File: config.mk
export PLATFORM = sky130hd
export DESIGN_NAME = led_pattern_ctrl
export DESIGN_NICKNAME = d
export VERILOG_FILES = /design/src/rtl/led_ctrl_pkg.sv /design/src/rtl/step_prescaler.sv /design/src/rtl/led_pattern_ctrl.sv
export SDC_FILE = /design/constraint.sdc
export NUM_CORES = 1
export LEC_CHECK = 0
export BUFFER_PORTS_ARGS = -buffer_cell sky130_fd_sc_hd__buf_2
export CAP_MARGIN = 10
export CORE_UTILIZATION = 45
export DETAILED_ROUTE_END_ITERATION = 10
export PLACE_DENSITY = 0.67
export RECOVER_POWER = 25
export SETUP_SLACK_MARGIN = 0.3
export SLEW_MARGIN = 5
export SYNTH_ARGS = -nofsm -noshare
export SYNTH_HDL_FRONTEND = slang
export SYNTH_SLANG_ARGS = --single-unit
File: constraint.sdc
create_clock -name clk -period 2.8 [get_ports clk]
set_input_delay 0.14 -clock clk [delete_from_list [all_inputs] [get_ports clk]]
set_output_delay 0.14 -clock clk [all_outputs]
set_load 0.05 [all_outputs]
File: src/rtl/led_ctrl_pkg.sv
// Shared encodings for the LED pattern sequencer: display modes and FSM states.
package led_ctrl_pkg;

  typedef enum logic [1:0] {
    MODE_LEFT   = 2'b00,
    MODE_RIGHT  = 2'b01,
    MODE_BOUNCE = 2'b10,
    MODE_BLINK  = 2'b11
  } mode_e;

  typedef enum logic {
    ST_IDLE = 1'b0,
    ST_RUN  = 1'b1
  } state_e;

endpackage

File: src/rtl/step_prescaler.sv
// Step pacing counter: emits a one-cycle step pulse every SHIFT_TIME enabled cycles.
module step_prescaler #(
  parameter int SHIFT_TIME = 5
) (
  input  logic clk,
  input  logic rst,
  input  logic clr,
  input  logic en,
  output logic step
);

  localparam int CW = $clog2(SHIFT_TIME + 1);
  localparam logic [CW-1:0] LAST = CW'(SHIFT_TIME - 1);

  logic [CW-1:0] cnt_q, cnt_d;

  assign step = en && (cnt_q == LAST);

  always_comb begin
    cnt_d = cnt_q;
    if (clr) begin
      cnt_d = '0;
    end else if (en) begin
      cnt_d = step ? '0 : cnt_q + 1'b1;
    end
  end

  always_ff @(posedge clk) begin
    if (rst) begin
      cnt_q <= '0;
    end else begin
      cnt_q <= cnt_d;
    end
  end

endmodule

File: src/rtl/led_pattern_ctrl.sv
// LED pattern sequencer: IDLE/RUN control, mode latch, and per-step pattern generation
// for ripple-left, ripple-right, bounce and blink, with a period-complete pulse.
module led_pattern_ctrl
  import led_ctrl_pkg::*;
#(
  parameter int WIDTH      = 8,
  parameter int SHIFT_TIME = 5
) (
  input  logic             clk,
  input  logic             rst,
  input  logic             start,
  input  logic             stop,
  input  logic [1:0]       mode,
  output logic [WIDTH-1:0] led,
  output logic             busy,
  output logic             cycle_done
);

  state_e           state_q, state_d;
  mode_e            mode_q, mode_d;
  logic             dir_q, dir_d;
  logic [WIDTH-1:0] led_q, led_d;
  logic             busy_q, busy_d;
  logic             done_q, done_d;
  logic             clr, en, step;

  function automatic logic [WIDTH-1:0] init_pattern(input mode_e m);
    logic [WIDTH-1:0] p;
    p = '0;
    case (m)
      MODE_RIGHT: p[WIDTH-1] = 1'b1;
      MODE_BLINK: p = '1;
      default:    p[0] = 1'b1;
    endcase
    return p;
  endfunction

  // Prescaler is restarted on the load edge and on stop so every run begins at count 0.
  assign en  = (state_q == ST_RUN) && !stop;
  assign clr = ((state_q == ST_IDLE) && start && !stop) || ((state_q == ST_RUN) && stop);

  step_prescaler #(
    .SHIFT_TIME(SHIFT_TIME)
  ) u_presc (
    .clk (clk),
    .rst (rst),
    .clr (clr),
    .en  (en),
    .step(step)
  );

  always_comb begin
    state_d = state_q;
    mode_d  = mode_q;
    dir_d   = dir_q;
    led_d   = led_q;
    busy_d  = busy_q;
    done_d  = 1'b0;
    case (state_q)
      ST_IDLE: begin
        led_d  = '0;
        busy_d = 1'b0;
        if (start && !stop) begin
          state_d = ST_RUN;
          mode_d  = mode_e'(mode);
          dir_d   = 1'b0;
          busy_d  = 1'b1;
          led_d   = init_pattern(mode_e'(mode));
        end
      end
      ST_RUN: begin
        if (stop) begin
          state_d = ST_IDLE;
          led_d   = '0;
          busy_d  = 1'b0;
        end else if (step) begin
          case (mode_q)
            MODE_LEFT: begin
              led_d  = {led_q[WIDTH-2:0], led_q[WIDTH-1]};
              done_d = led_q[WIDTH-1];
            end
            MODE_RIGHT: begin
              led_d  = {led_q[0], led_q[WIDTH-1:1]};
              done_d = led_q[0];
            end
            MODE_BOUNCE: begin
              // Direction flips on arrival at an end, so the end bit is never held twice.
              if (!dir_q) begin
                led_d = led_q << 1;
                if (led_q[WIDTH-2]) dir_d = 1'b1;
              end else begin
                led_d = led_q >> 1;
                if (led_q[1]) begin
                  dir_d  = 1'b0;
                  done_d = 1'b1;
                end
              end
            end
            default: begin
              led_d  = ~led_q;
              done_d = &(~led_q);
            end
          endcase
        end
      end
      default: state_d = ST_IDLE;
    endcase
  end

  always_ff @(posedge clk) begin
    if (rst) begin
      state_q <= ST_IDLE;
      mode_q  <= MODE_LEFT;
      dir_q   <= 1'b0;
      led_q   <= '0;
      busy_q  <= 1'b0;
      done_q  <= 1'b0;
    end else begin
      state_q <= state_d;
      mode_q  <= mode_d;
      dir_q   <= dir_d;
      led_q   <= led_d;
      busy_q  <= busy_d;
      done_q  <= done_d;
    end
  end

  assign led        = led_q;
  assign busy       = busy_q;
  assign cycle_done = done_q;

endmodule

* Yosys cells after proc, flatten, opt, wreduce, memory -nomap -nowiden *
Index checks and enable logic that the tools add are counted.

storage, ports and cells
  flip-flop bits (word level) = 17
  input port bits = 6
  logic and storage cells = 63

cells by class
  $add $sub $neg = 1
  equal/unequal tests = 11
  muxes and demuxes = 26
  bitwise operators = 3
  reduce and logical (&&, ||, !) cells = 15

operators with widths
  kind                   number
  $mux W8                4
  $pmux W8 S3            1
  $pmux W8 S2            1
  $mux W1                14
  $not A8 Y8             1
  $reduce_and A8 Y1      1
  $logic_and A1 B1 Y1    6
  $mux W6                1
  $ne A2 B1 Y1 const B   3
  $pmux W1 S2            3
  $eq A2 B1 Y1 const B   2
  $eq A2 B2 Y1 const B   2
  $ne A2 B2 Y1 const B   2
  $reduce_and A4 Y1      1
  $reduce_or A2 Y1       2
  $reduce_or A4 Y1       1
  $add A3 B1 Y3 const B  1
  $eq A3 B3 Y1 const B   1
  $mux W3                1
  $ne A3 B2 Y1 const B   1
  $pmux W1 S3            1
  $logic_not A2 Y1       1
  $not A1 Y1             2
  $reduce_and A2 Y1      1
  2 further kinds        2

* Longest topological paths before layout *
  word-level depth = 6
  gate-level depth with buffers = 6

* By module *
A second synthesis with hierarchy kept.

unflattened totals
  cell total of the unflattened synthesis = 139
  area total of the unflattened synthesis = 1,103.6 µm²

modules (own cells, without submodules)
  module            instances  cells an instance  area each (µm²)
  led_pattern_ctrl  1          122                939.7
  step_prescaler    1          17                 163.9

* Worst setup path after synthesis *
OpenSTA, ideal clock, no wires.

  kind = flip-flop to flip-flop
  start point = register led_q[1], in the netlist led[1]
  end point = register led_q[0], in the netlist led[0]
  arrival = 1.595 ns
  setup slack = 1.119 ns
  stages on the path, launching flop included = 6
  path buffers = 1
  cells stage by stage = dfxtp_1 buf_1 nand2_1 o2bb2ai_1 a221o_1 a221oi_2

between the ends
  longest elaborated chain between the ends = 5

ends and longest elaborated chain
  what                    line                     RTL
  start, declared         led_pattern_ctrl.sv:22   logic [WIDTH-1:0] led_q, led_d;
  start signal, assigned  led_pattern_ctrl.sv:122  led_q <= led_d;
  $mux W8                 led_pattern_ctrl.sv:88   if (!dir_q) begin
  $pmux W8 S3 (*)         led_pattern_ctrl.sv:77   case (mode_q)
  $mux W8 (*)             led_pattern_ctrl.sv:76   end else if (step) begin
  $mux W8 (*)             led_pattern_ctrl.sv:72   if (stop) begin
  $pmux W8 S2 (*)         led_pattern_ctrl.sv:59   case (state_q)

Every way passes the cells marked *; elsewhere a longest branch is shown, timed or not. The select of a mux whose other input is x is not followed.
A chain may end at the register's enable or synchronous reset.

* Worst setup path after layout *
  start point = register mode_q[0]
  end point = register led_q[7], in the netlist led[7]

between the ends
  longest elaborated chain between the ends = 5

ends and longest elaborated chain
  what                                  line                     RTL
  start, declared                       led_pattern_ctrl.sv:20   mode_e mode_q, mode_d;
  start signal, assigned                led_pattern_ctrl.sv:120  mode_q <= mode_d;
  $eq A2 B2 Y1 (tied with other cells)  led_pattern_ctrl.sv:77
  $pmux W8 S3 (*)                       led_pattern_ctrl.sv:77
  $mux W8 (*)                           led_pattern_ctrl.sv:76
  $mux W8 (*)                           led_pattern_ctrl.sv:72
  $pmux W8 S2 (*)                       led_pattern_ctrl.sv:59

Marked as above.

==> summary.txt <==
Finish
  • ANT cells: 0
  • Layout cell share with drive strength beyond 1: 18.4%
  • Final core occ: 51.5%
  • Area grow syn2layout: 7.35%
  • # nets final: 145

Synthesis
  • Post-synth top flop: dfxtp_1
  • Syn_nets: 135
  • Seq/Total Area, Yosys: 31.7%
  • Syn Area/Cell: 8.44 sq um
  • Post-synth EDFFs: 0
  • Top-area cell type share of the netlist area: 31.7%
  • Leading area contributor after synthesis: dfxtp_1
  • YS warnings: 0
  • Top post-synthesis cells by area: dfxtp_1, a21oi_1, nor2_1
  • Top-count cell post-synth: dfxtp_1
  • Post-Synthesis Cells: 127
  • Synth Register Bits: 17
  • Distinct cells, synth: 38
  • Synth async-reset ratio: 0%
  • Syn Std Cell Area: 1070 sq um
  • Post-synth top cells: dfxtp_1, nor2_1, a21oi_1, nand2_1

STA
  • Post-route clock period utilization: 64.7%
  • FMAX: 552 MHz
  • Max Clock Skew: 0.000867 ns
  • Fin. max-slew vios: 0
  • Worst-Margin Slew: 0.660 ns
  • Slew headroom: 55.9%
  • Setup TNS: 0 ns
  • Final Hold Fails: 0
  • Final setup viols: 0
  • RSZ-0062 raised after global routing: no
  • Tmin final: 1.81 ns

Clocking
  • CTS sink count: 17
  • Maximum root-to-sink buffer count: 2
  • Clock Root Buffer: clkbuf_4
  • Post CTS Setup Buffer Count: 0
  • H-tree Lvls: 1
  • Number of hold buffers added after cts: 0
  • CTS clk-pin slew, worst paths: 0.11 ns
  • Total CTS buffers: 3
  • PostCTS Resize Cnt: 0
  • Clock Latency Late Sink: 0.30 ns
  • CTS tree: built

Worst setup path
  • Critical-path cell list: mux2_4, a221o_1, o22a_1, nor3_2
  • Required time of the critical path: 3.04 ns
  • CP Capture Type: register
  • CP max-delay cell: dfxtp_1
  • Cell family with most CP delay: flip-flops
  • Setup CP Type: reg -> reg
  • Critical Path Fanout Max: 20
  • Critical path's largest stage delay: 0.76 ns
  • Setup slack, reg-to-reg: 0.99 ns
  • Critical Path Start Type: register
  • WP buf/inv: 0
  • WP data arrival: 2.06 ns

Floorplanning
  • Die area: 2580 sq um
  • Io pins: 16
  • Core Region: 2230 sq um
  • Site Rows: 17
  • Initial Utilization: 48.0%
  • Die W: 50.8 um
  • Die height: 50.8 um

Global route
  • First-pass GRT wire length: 4.22 mm
  • Grt met1 use: 31.0%
  • Pin count of the biggest net entering global routing: 21
  • Met2 Use GR: 33.1%
  • Initial antenna violation count: 0
  • GRT busiest layer: met2
  • Total congestion overflow: 0
  • Total Routing Usage GR: 22.3%
  • Vias in the first global route: 894
  • Met3 Usage GRT: 3.57%

Hold path
  • Worst min-delay path category: in -> reg

Pwr
  • Peak VDD IR: 0.000249 V
  • PwrDens: 418 nW/um^2
  • Static Leak: 0.443 nW

Route
  • Antenna Violating Nets Remaining: 0
  • Wire per inst: 14.9 um
  • Routed WL: 2.45 mm
  • Via/cell ratio: 6.08
  • DRC Markers: 0
  • Vias: 997
  • Initial DRT Pass Iterations: 5
  • DRT iter0 DRCs: 13

Placement
  • Port Buffer Count: 15
  • Final Wtd Congestion: 0.840
  • DP Wirelength: 1.68 mm

Run status
  • Outcome: finished clean

Run
  • Max-Cap Viols: 0
[power by group]
group	switching (mW)	internal, mW	leakage (nW)	total, mW
Combinational	0.0465	0.0284	0.287	0.0748
Clock	0.0881	0.0534	0.0177	0.141
Sequential	0.0156	0.249	0.138	0.264
Total	0.150	0.330	0.443	0.481
[stage by stage]
stage                     cells  power [mW]  setup WS, ns  hold WS (ns)  cell area, sq um
after floorplan             127       0.328          1.12         0.206              1070
after global placement      160       0.344          1.08         0.397              1130
after detailed placement    160       0.345          1.04         0.400              1130
after CTS                   164       0.491          1.00        0.0721              1160
after global routing        164       0.512         0.856        0.0956              1150
final                       164       0.481         0.989        0.0820              1150
[final timing paths]
path                                      start                             to  cells past startpoint
setup / recovery         mode_q[0]$_SDFFE_PP0P_            led[7]$_SDFFE_PP0P_                      4
hold / removal                          mode[1]         mode_q[1]$_SDFFE_PP0P_                      3
setup reg to reg         mode_q[0]$_SDFFE_PP0P_            led[7]$_SDFFE_PP0P_                      4
hold reg to reg   u_presc.cnt_q[0]$_SDFFE_PP0N_  u_presc.cnt_q[0]$_SDFFE_PP0N_                      2
[state kept, by name (all words and copies together), names as in the netlist]
name           count
busy               1
u_presc.cnt_q      3
mode_q             2
dir_q              1
cycle_done         1
led                8
state_q            1
[placed cells by master, fill, tap and decap left out, types with 3 or more instances in the layout]
master,Yosys,routed
dfxtp_1,17,17
clkbuf_1,3,4
a21oi_1,13,13
a211oi_1,6,6
mux2_2,4,4
nor2b_1,4,4
o21ai_0,4,4
o221ai_1,5,5
buf_2,4,11
nor4_1,3,3
inv_1,4,4
clkbuf_4,0,3
mux2i_1,3,3
nor2_1,15,15
o22a_1,6,6
nand2_1,8,8
[worst register-to-register path: cells and delay by family, from the launching register on]
family / cells / cell delay, ns
muxes: 1 / 0.35
and+or+nand+nor: 1 / 0.14
DFF: 1 / 0.76
AOI/OAI and AO/OA: 2 / 0.50
[cells by family after synthesis]
| kind of cell | after synthesis | share of synthesized area, % |
|---|---|---|
| compound gates | 47 | 32.0 |
| fa+ha+maj | 2 | 2.33 |
| buf+inv | 14 | 6.42 |
| flops | 17 | 31.7 |
| mux | 8 | 8.40 |
| simple gates | 39 | 19.1 |
[per-layer routing]
layer  routed length [um]  vias up
met1                 1220      480
met5                    0        -
li1                     -      492
met3                   81        4
met4                   35        0
met2                 1110       21
[layout make-up]
cell class	count	area, sq um
clock inverter	1	5.00
clock buffer	3	22.5
fill	219	1080
timing repair buffer	15	70.1
multi-input combinational	96	663
inverter	4	15.0
tap	28	35.0
sequential	17	340
Note: power is estimated with default switching activity, not from simulation.
